`config.mk`:
```
export PLATFORM = sky130hd
export DESIGN_NAME = reg_wb_queue
export DESIGN_NICKNAME = d
export VERILOG_FILES = /design/src/rtl/reg_wb_queue.sv
export SDC_FILE = /design/constraint.sdc
export NUM_CORES = 1
export LEC_CHECK = 0
export BUFFER_PORTS_ARGS = -buffer_cell sky130_fd_sc_hd__buf_2
export CORE_MARGIN = 5
export CORE_UTILIZATION = 40
export CTS_CLUSTER_SIZE = 12
export DETAILED_ROUTE_END_ITERATION = 8
export PLACE_DENSITY = 0.63
export SYNTH_ARGS = -nofsm -noshare
export SYNTH_HDL_FRONTEND = slang
export SYNTH_SLANG_ARGS = --single-unit
```
`constraint.sdc`:
```
create_clock -name clk -period 4.61 [get_ports clk]
set_clock_uncertainty 0.15 [all_clocks]
set_input_delay 0.922 -clock clk [delete_from_list [all_inputs] [get_ports clk]]
set_output_delay 0.922 -clock clk [all_outputs]
set_load 0.02 [all_outputs]
```
`src/rtl/reg_wb_queue.sv`:
```
// Writeback queue in front of register file port C: buffers results, drains one per
// cycle when port A is idle, and offers a two-port bypass of still-queued results.
module reg_wb_queue #(
    parameter int DEPTH  = 4,
    parameter int ADDR_W = 7,
    parameter int DATA_W = 64
) (
    input  logic                     clk,
    input  logic                     reset_n,
    input  logic                     wb_valid,
    input  logic [ADDR_W-1:0]        wb_addr,
    input  logic [DATA_W-1:0]        wb_data,
    output logic                     wb_ready,
    input  logic                     rd_a_busy,
    output logic [ADDR_W-1:0]        addr_c,
    output logic [DATA_W-1:0]        regport_c,
    output logic                     write_regc,
    input  logic [ADDR_W-1:0]        byp_addr_a,
    input  logic [ADDR_W-1:0]        byp_addr_b,
    output logic                     byp_hit_a,
    output logic                     byp_hit_b,
    output logic [DATA_W-1:0]        byp_data_a,
    output logic [DATA_W-1:0]        byp_data_b,
    output logic [$clog2(DEPTH):0]   count
);

    localparam int PTR_W = $clog2(DEPTH);
    localparam int CNT_W = PTR_W + 1;
    localparam logic [CNT_W-1:0] FULL_CNT = CNT_W'(DEPTH);

    logic [ADDR_W-1:0] addr_mem [DEPTH];
    logic [DATA_W-1:0] data_mem [DEPTH];
    logic [PTR_W-1:0]  wr_ptr;
    logic [PTR_W-1:0]  rd_ptr;
    logic [CNT_W-1:0]  cnt_q;
    logic [PTR_W-1:0]  byp_idx;
    logic              push;
    logic              pop;
    logic              not_empty;

    // Ready deliberately ignores a same-cycle pop so rd_a_busy never reaches wb_ready.
    assign not_empty  = (cnt_q != '0);
    assign wb_ready   = reset_n && (cnt_q != FULL_CNT);
    assign write_regc = not_empty && !rd_a_busy;
    assign push       = wb_valid && wb_ready;
    assign pop        = write_regc;
    assign count      = cnt_q;
    assign addr_c     = not_empty ? addr_mem[rd_ptr] : '0;
    assign regport_c  = not_empty ? data_mem[rd_ptr] : '0;

    always_ff @(posedge clk) begin
        if (!reset_n) begin
            wr_ptr <= '0;
            rd_ptr <= '0;
            cnt_q  <= '0;
        end else begin
            if (push) wr_ptr <= wr_ptr + PTR_W'(1);
            if (pop)  rd_ptr <= rd_ptr + PTR_W'(1);
            case ({push, pop})
                2'b10:   cnt_q <= cnt_q + CNT_W'(1);
                2'b01:   cnt_q <= cnt_q - CNT_W'(1);
                default: cnt_q <= cnt_q;
            endcase
        end
    end

    // Entry storage carries no reset; occupancy alone decides validity.
    always_ff @(posedge clk) begin
        if (push) begin
            addr_mem[wr_ptr] <= wb_addr;
            data_mem[wr_ptr] <= wb_data;
        end
    end

    // Walk entries oldest to youngest so the last match left standing is the youngest.
    always_comb begin
        byp_hit_a  = 1'b0;
        byp_hit_b  = 1'b0;
        byp_data_a = '0;
        byp_data_b = '0;
        byp_idx    = rd_ptr;
        for (int i = 0; i < DEPTH; i++) begin
            byp_idx = rd_ptr + PTR_W'(i);
            if (CNT_W'(i) < cnt_q) begin
                if (addr_mem[byp_idx] == byp_addr_a) begin
                    byp_hit_a  = 1'b1;
                    byp_data_a = data_mem[byp_idx];
                end
                if (addr_mem[byp_idx] == byp_addr_b) begin
                    byp_hit_b  = 1'b1;
                    byp_data_b = data_mem[byp_idx];
                end
            end
        end
    end

endmodule

```
# Word-level counts from Yosys, hierarchy flattened
# Memories as Yosys holds them, arrays and structs flattened. A register that Yosys moved wholly into a read port is not among the register bits.
# Cells that the tools add are included.
word_totals:
  reg_bits: 7
  latchBits: 0
  mem_bits_rw: 284
  rom_bits: 0
  input_bits: 89
  output_inout_bits: 206
  mem_count: 2
op_classes:
  n_addsub: 6
  multipliers: 0
  div_mod_pow: 0
  order_cmp: 4
  eq_ne: 11
  shift: 0
  n_mux: 41
  bitwise_logic: 0
  n_reduce_logical: 6
memory_table:
  columns: ["name", "words", "word_bits", "read_ports", "rd_clocked_by_memory_dff", "write_ports", "line_no", "rtl"]
  rows:
  - ["data_mem", 4, 64, 4, 1, 1, "32", "logic [DATA_W-1:0] data_mem [DEPTH];"]
  - ["addr_mem", 4, 7, 4, 1, 1, "31", "logic [ADDR_W-1:0] addr_mem [DEPTH];"]
op_table:
  columns: ["op", "count"]
  rows:
  - ["64-bit 2-to-1 mux", 17]
  - ["7-bit == test", 8]
  - ["1-bit 2-to-1 mux", 18]
  - ["2-bit 2-to-1 mux", 4]
  - ["7-bit 2-to-1 mux", 1]
  - ["1-bit by 3-bit less-than comparator with 1-bit output, first input constant", 2]
  - ["2-bit by 3-bit less-than comparator with 1-bit output, first input constant", 2]
  - ["3-bit one-hot mux with 2 select lines", 1]
  - ["2-bit by 1-bit adder with 2-bit output, second input constant", 2]
  - ["2-bit adder, second input constant", 2]
  - ["3-bit by 1-bit adder with 3-bit output, second input constant", 1]
  - ["1-bit logical AND", 3]
  - ["3-bit inequality test, second input constant", 1]
  - ["3-bit nonzero test", 1]
  - ["3-bit by 1-bit subtractor with 3-bit output, second input constant", 1]
  - ["2-bit by 1-bit == test with 1-bit output, second input constant", 1]
  - ["2-bit == test, second input constant", 1]
  - ["2-bit nonzero test", 1]
  - ["1-bit logical NOT", 1]

# Logic depth before layout (Yosys ltp)
# Gate-level depths: netlist of the first run.
depth:
  depth_word: 9
  mapped_depth: 12

# Worst setup path before layout of the first run
# No wires, ideal clock.
synth_path:
  path_type: "input -> output"
  startpoint: "input port byp_addr_b[6]"
  endpoint: "output port byp_data_b[63]"
  arrival_ps: 2976
  required_time_ps: 3538
  slack_ps: 562
  stages: 9
  path_buffers: 3
  path_cell_list: "clkbuf_1 nor2b_1 mux2_2 o2111ai_2 or2_1 buf_2 buf_2 a31oi_1 a221oi_1"
synth_between:
  elab_chain_cells: 9
synth_lines:
  columns: ["element", "line_no", "rtl"]
  rows:
  - ["start: declaration", "19", "input logic [ADDR_W-1:0] byp_addr_b,"]
  - ["7-bit == test", "89", "if (addr_mem[byp_idx] == byp_addr_b) begin"]
  - ["64-bit 2-to-1 mux", "89", null]
  - ["64-bit 2-to-1 mux", "84", "if (CNT_W'(i) < cnt_q) begin"]
  - ["64-bit 2-to-1 mux", "89", null]
  - ["64-bit 2-to-1 mux", "84", null]
  - ["64-bit 2-to-1 mux", "89", null]
  - ["64-bit 2-to-1 mux", "84", null]
  - ["64-bit 2-to-1 mux", "89", null]
  - ["64-bit 2-to-1 mux *", "84", null]
  - ["end: declaration", "23", "output logic [DATA_W-1:0] byp_data_b,"]
# Mark *: on every way between the ends. The rest lies on a longest branch, timed or not.

# Worst setup path in the final report of the first run
layout_path:
  startpoint: "register rd_ptr[1]"
  endpoint: "output port byp_data_a[37]"
layout_between:
  elab_chain_cells: 9
layout_lines:
  columns: ["element", "line_no", "rtl"]
  rows:
  - ["start: declaration", "34", "logic [PTR_W-1:0] rd_ptr;"]
  - ["start signal: assignment", "58", "if (pop) rd_ptr <= rd_ptr + PTR_W'(1);"]
  - ["2-bit by 1-bit adder with 2-bit output", "83", "byp_idx = rd_ptr + PTR_W'(i);"]
  - ["memory 4 x 7 bit", null, null]
  - ["7-bit == test", "85", "if (addr_mem[byp_idx] == byp_addr_a) begin"]
  - ["64-bit 2-to-1 mux", "85", null]
  - ["64-bit 2-to-1 mux", "84", null]
  - ["64-bit 2-to-1 mux", "85", null]
  - ["64-bit 2-to-1 mux", "84", null]
  - ["64-bit 2-to-1 mux", "85", null]
  - ["64-bit 2-to-1 mux *", "84", null]
  - ["end: declaration", "22", "output logic [DATA_W-1:0] byp_data_a,"]
# Marked as above.

==> results of run 1 <==
==> metal layers <==
layer  up-vias  GRT usage, %  wire [microns]
li1       7732             -               -
met1      9577          33.2           30800
met2      1564          42.7           41300
met3       344          7.51           11300
met4        10          12.1            4670
met5         -             0              64
==> per-stage QoR <==
stage | hold WS (ps) | setup slack, ps | utilization [%]
4_1_cts | 370 | -13.5 | 47.8
3_3_place_gp | 336 | 142 | 44.9
2_1_floorplan | 319 | 562 | -
5_1_grt | 399 | -75.4 | 49.6
6_report | 377 | 7.42 | 49.6
3_5_place_dp | 362 | 88.7 | 44.9
==> power by group <==
| group | switching (mW) | internal, mW | total (mW) |
|---|---|---|---|
| combinational | 3.17 | 2.35 | 5.52 |
| sequential | 0.119 | 3.06 | 3.18 |
| clock | 1.13 | 1.67 | 2.79 |
| total | 4.42 | 7.08 | 11.5 |
==> path summary, 6_finish.rpt <==
| kind | slack (ps) | depth (start not counted) | to | startpoint |
|---|---|---|---|---|
| setup / recovery | 7 | 10 | byp_data_a[37] | rd_ptr[1] |
| hold / removal | 380 | 2 | wr_ptr[1] | wr_ptr[1] |
| setup reg to reg | 1580 | 5 | data_mem[1][61] | count[0] |
| hold reg to reg | 380 | 2 | wr_ptr[1] | wr_ptr[1] |
==> cell type report <==
class	count	area (sq um)
fill	4650	27200
multi-input combinational	1237	12400
sequential	293	8720
timing repair buffer	434	3380
clock buffer	44	973
tap	696	871
clock inverter	21	183
inverter	39	146
antenna	12	30.0
==> cell families (layout without fill, tap and decap cells) <==
kind of cell               Yosys count  count (layout)  share of synthesized area, %
muxes                              347             347                          30.1
DFF                                293             293                          39.9
buffers and inverters              238             538                          4.74
AOI/OAI and AO/OA                  309             309                          9.97
other                                0              12                             0
adders and majority gates            9               9                         0.516
xor gates and xnor gates            58              58                          2.36
and+or+nand+nor                    510             514                          12.4
==> tightest hold or removal path, cell delays in order, from the launching register on <==
cell and delay [ps]:
dfxtp_1 350, nand2_1 60, o21ai_0 60
==> layout by cell type, fill, tap and decap left out, types with 5 or more instances in the layout <==
cell type and n:
buf_6 18, nand3_1 83, and2_4 5, clkinv_1 11
a211oi_1 12, a31oi_1 61, a2bb2oi_1 8, nor3_1 114
nand3b_1 50, xnor2_2 7, nor3b_1 14, edfxtp_1 284
o31ai_2 14, ha_1 9, diode_2 12, buf_4 96
nand4_1 6, mux4_2 245, o21ai_0 23, buf_2 269
nand2_1 42, a311oi_1 54, nor2_1 91, mux2i_1 80
a22o_1 8, buf_12 29, mux2_2 22, and2_1 80
xor2_1 22, clkbuf_16 51, a311o_1 8, dfxtp_1 5
inv_1 38, xnor2_1 29, o31ai_1 41, a21oi_1 51
clkbuf_1 6
==> flip-flops by register name (all words and copies together), names as in the netlist, named ones only <==
name / count
addr_mem: 28
count: 3
data_mem: 256
rd_ptr: 2
wr_ptr: 2
==> repair_timing <==
item / in CTS / in global routing
cloned: 6 / 19
setup buffers: 20 / 30
pin swaps: 9 / 62
gates resized for setup: 24 / 90
setup endpoints to repair: 128 / 122
==> impl_results.md, run 1 <==
* Slew Viols, Final at 0
* Tot GR Track Use at between 20% and 30%
* Area growth, synth to finish at 22.6%
* Worst Max-Slew Pin Slew at around 1100 ps
* Post-placement cell count at ~2600
* Post-route insts no fill at ~2800
* Yosys warns at 0
* CTS tree: built
* Clk_lat worst skew at 550 ps
* CP Class: reg2out
* Die height at about 240 microns
* Initial Utilization at ~40%
* Core area at 53900 sq um
* Synth Register Bits at between 200 and 300
* Final Cycle Share at about 100%
* Layout cell share with drive strength beyond 1 at around two fifths
* Residual DRC at 0
* Design area at about 27000 sq um
* Post-route ant nets at 0
* Vias in the first global route at roughly 19000
* EDFF count, synth at 284
* Final setup viols at 0
* Setup TNS at 0 ps
* WL/cell at roughly 32 microns
* CP arrival at about 3500 ps
* Routed vias/inst at 6.93
* Bufs and invs on worst path at 4
* Count leader, synth: edfxtp_1
* Grt total ovfl at 0
* Pwr dens at roughly 430 nW/um^2
* Die area at between 50000 and 60000 sq um
* Pleak at between 9 and 10 nW
* Detailed Place HPWL at 48700 microns
* CTS root buf: clkbuf_16
* Leading area contributor after synthesis: edfxtp_1
* Asr flop ratio synth at 0%
* Min-Delay Path Class: reg2reg
* Nets@finish at roughly 2100
* RSZ-0062 raised after global routing: yes
* Status: finished, final reports clean
* Sequential fraction of the synthesis area at roughly two fifths
* F_max at approximately 220 MHz
* Clock H-tree levels at 2
* Crit path max-delay family: simple AND/OR/NAND/NOR gates
* Cell Area, Synth at about 22000 sq um
* FP Rows at 85
* Total CTS buffers at 36
* Drt first pass iters at 6
* Relative slew slack at a little under 30%
* Largest net degree at the start of global routing at 101
* Routed WL at 88100 microns
* Min Tclk post-route at 4600 ps
* Antenna violations before repair at 13
* Port-buffer cells at between 200 and 300
* Boundary pin count at roughly 300
* Netlist cell types at 53
* Vias post-DR at around 19000
* Synth Area per Inst at 12.4 sq um
* CTS Buffer Depth at 3
* CP Data Required Time at roughly 3500 ps
* Max VDD drop at approximately 0.00036 V
* Dpl cell area at between 20000 and 25000 sq um
* First-pass GRT wire length at ~120000 microns
* Critical Path End Type: output pin
* Clock slew seen by the registers of the worst setup and hold paths at ~60 ps
* Max_cap viols at 0
* CTS Hold Buffers Added at 0
* Worst Path Max Fanout at 11
* Total Power at 11.5 mW
* Post-synth net total at around 1900
* Max incr delay on CP at 540 ps
* Startpoint types: flip-flop
* Die width at 244 microns
* Post-synth top area share at between 30% and 40%
* Most used DFF post-synth: edfxtp_1
* Crit path cell chain: buf_4 -> mux4_2 -> xor2_1 -> nor4_1 -> nand4_1 -> buf_6 -> buf_4 -> and2_2 -> a31oi_1 -> buf_2
* Clock sinks at between 200 and 300
* Synth top area cells: edfxtp_1 39%, mux4_2 25%, mux2i_1 3.7%, nor3_1 2.6%, and2_1 2.4%
* RD Place Congestion at 0.863
* DRT iter0 DRCs at approximately 2300
* Gate count of the mapped netlist at between 1500 and 2000
* Slowest CP cell: mux4_2
* Final hold violation count at 0
* Most used cell, CP: buf_4
* Top cells by count, synth: 284 x edfxtp_1, 245 x mux4_2, 115 x nor3_1, 98 x clkbuf_1, 91 x nor2_1
(Power assumes the default switching activity.)
==> inputs of run 2 (changes only) <==
CORE_MARGIN = 2   (was 5)
PLACE_DENSITY = default   (was 0.63)
PLACE_DENSITY_LB_ADDON = 0.12   (was default)
==> impl_results.md, run 2 (synthesis results as in run 1) <==
* Min Tclk post-route at 4620 ps
* Drt first pass iters at 6
* Met2 global-route usage at between 40% and 50%
* CP arrival at approximately 3600 ps
* FP Rows at between 80 and 90
* Routed vias/inst at 6.87
* Residual DRC at 0
* Most frequent cells in the layout: 284 x edfxtp_1, 272 x buf_2, 245 x mux4_2
* Routed WL at about 86000 microns
* R2r setup slk at between 1500 and 2000 ps
* Area growth, synth to finish at 22.9%
* Relative slew slack at roughly 40%
* CP Class: reg2out
* Largest reg by FF count: data_mem
* CTS root buf: clkbuf_16
* Largest register FFs at between 200 and 300
* Commonest non-fill, non-tap cell in the layout: edfxtp_1
* Port-buffer cells at 294
* R2R Path Start: count[0]
* Boundary pin count at between 200 and 300
* Status: complete, but fails checks
* Die area at 56400 sq um
* Clock sinks at about 290
* Total CTS buffers at 38
* Pleak at 9.44 nW
* Final setup viols at 5
* Grt total ovfl at 0
* Design area at 26800 sq um
* Hold path depth at 2
* Post-route ant nets at 0
* R2r worst-path depth at 5
* Die height at between 200 and 250 microns
* Dpl cell area at between 20000 and 25000 sq um
* CP Data Required Time at around 3500 ps
* Post-placement cell count at roughly 2600
* Startpoint types: flip-flop
* Worst Max-Slew Pin Slew at roughly 900 ps
* Core area at 53800 sq um
* Vias post-DR at between 15000 and 20000
* Slew Viols, Final at 0
* Met3 Use GR at between 6 and 7%
* RD Place Congestion at 0.885
* Final Worst Setup Slack at -12.2 ps
* CTS Buffer Depth at 3
* Largest net degree at the start of global routing at 108
* Post-route insts no fill at around 2800
* Detailed Place HPWL at between 40000 and 50000 microns
* Busiest layer in global routing: met2
* CTS Hold Buffers Added at 0
* Critical Path End Type: output pin
* Total Power at 11.5 mW
* Max_cap viols at 0
* Nets@finish at roughly 2100
* Die width at 238 microns
* Min-Delay Path Class: reg2reg
* Initial Utilization at 40.5%
* Worst Path Max Fanout at 64
* Final Cycle Share at 100%
* Reg2reg end: addr_mem[1][5]
* First-pass GRT wire length at between 100000 and 150000 microns
* F_max at between 200 and 250 MHz
* Clock slew seen by the registers of the worst setup and hold paths at about 50 ps
* CTS tree: built
* GRT met1 Usage at a little under 40%
* Failing checks: setup timing
* Antenna violations before repair at 11
* WHS Endpoint: wr_ptr[1]
* RSZ-0062 raised after global routing: yes
* Tot GR Track Use at 28.8%
* Max VDD drop at around 0.00039 V
* Final hold violation count at 0
* Layout cell share with drive strength beyond 1 at 40.3%
* Clk_lat worst skew at ~560 ps
* Pwr dens at about 430 nW/um^2
* Min-delay src: wr_ptr[1]
* Vias in the first global route at between 15000 and 20000
* DRT iter0 DRCs at ~2400
* Clock H-tree levels at 2
* WL/cell at roughly 31 microns
-- run 2: cell count changes in the layout (fill, tap and decap cells not counted), sizes merged --
cell / delta
clkbuf: +3
buf: +4
clkinv: -2
clkinvlp: -2
or2: -1
diode: -6
-- run 2: what timing repair did --
| item | 4_1_cts | 5_1_grt |
|---|---|---|
| setup buffers | 22 | 20 |
| gates cloned | 7 | 12 |
| pin swaps | 27 | 24 |
| gates resized for setup | 40 | 83 |
| setup endpoints to repair | 128 | 101 |
-- run 2: how the worst max path moves through the flow --
stage / start / to / slack, ps / cells after the start
2_1_floorplan: byp_addr_b[6] / byp_data_b[63] / 560 / 9
3_3_place_gp: rd_ptr[0] / byp_data_b[20] / 190 / 10
3_5_place_dp: rd_ptr[0] / byp_data_b[20] / 180 / 10
4_1_cts: rd_ptr[0] / byp_data_b[40] / -40 / 11
5_1_grt: rd_ptr[0] / byp_data_b[42] / -90 / 10
6_report: rd_ptr[0] / byp_data_b[40] / -10 / 10
-- run 2: stage by stage --
stage               util, %  worst slack (ps)  hold slack, ps  TNS, ps
CTS                    48.4             -38.4             364     -156
floorplan                 -               562             319        0
global placement       45.2               193             339        0
global route           49.8             -94.1             413    -2150
finish                 49.8             -12.2             357    -32.1
detailed placement     45.2               180             354        0
-- run 2: critical path, stage by stage (launching register included) --
cell and delay (ps):
dfxtp_4 410, buf_4 160, mux4_2 560, xnor2_1 220
nand4_1 230, buf_4 210, buf_12 240, nor3_1 250
a311oi_1 80, o31ai_1 350, buf_2 230
-- run 2: area by class of cell --
| type | count | area, sq um |
|---|---|---|
| diodes | 6 | 15.0 |
| clock inverters | 17 | 179 |
| fillers | 4740 | 27000 |
| well taps | 696 | 871 |
| inverters | 39 | 146 |
| multi-input cells | 1236 | 12500 |
| clock buffers | 51 | 1030 |
| flip-flops and latches | 293 | 8720 |
| repair buffers | 434 | 3280 |
-- run 2: per-layer routing --
metal	wire, microns	share of wire, %
met1	33200	39
met2	39800	46
met3	9130	11
met4	3680	4.3
met5	71	0.083
-- run 2: power by group --
group	internal, mW	switching [mW]	leakage [nW]
Clock	1.74	1.16	0.590
Sequential	3.06	0.112	2.66
Combinational	2.32	3.14	6.20
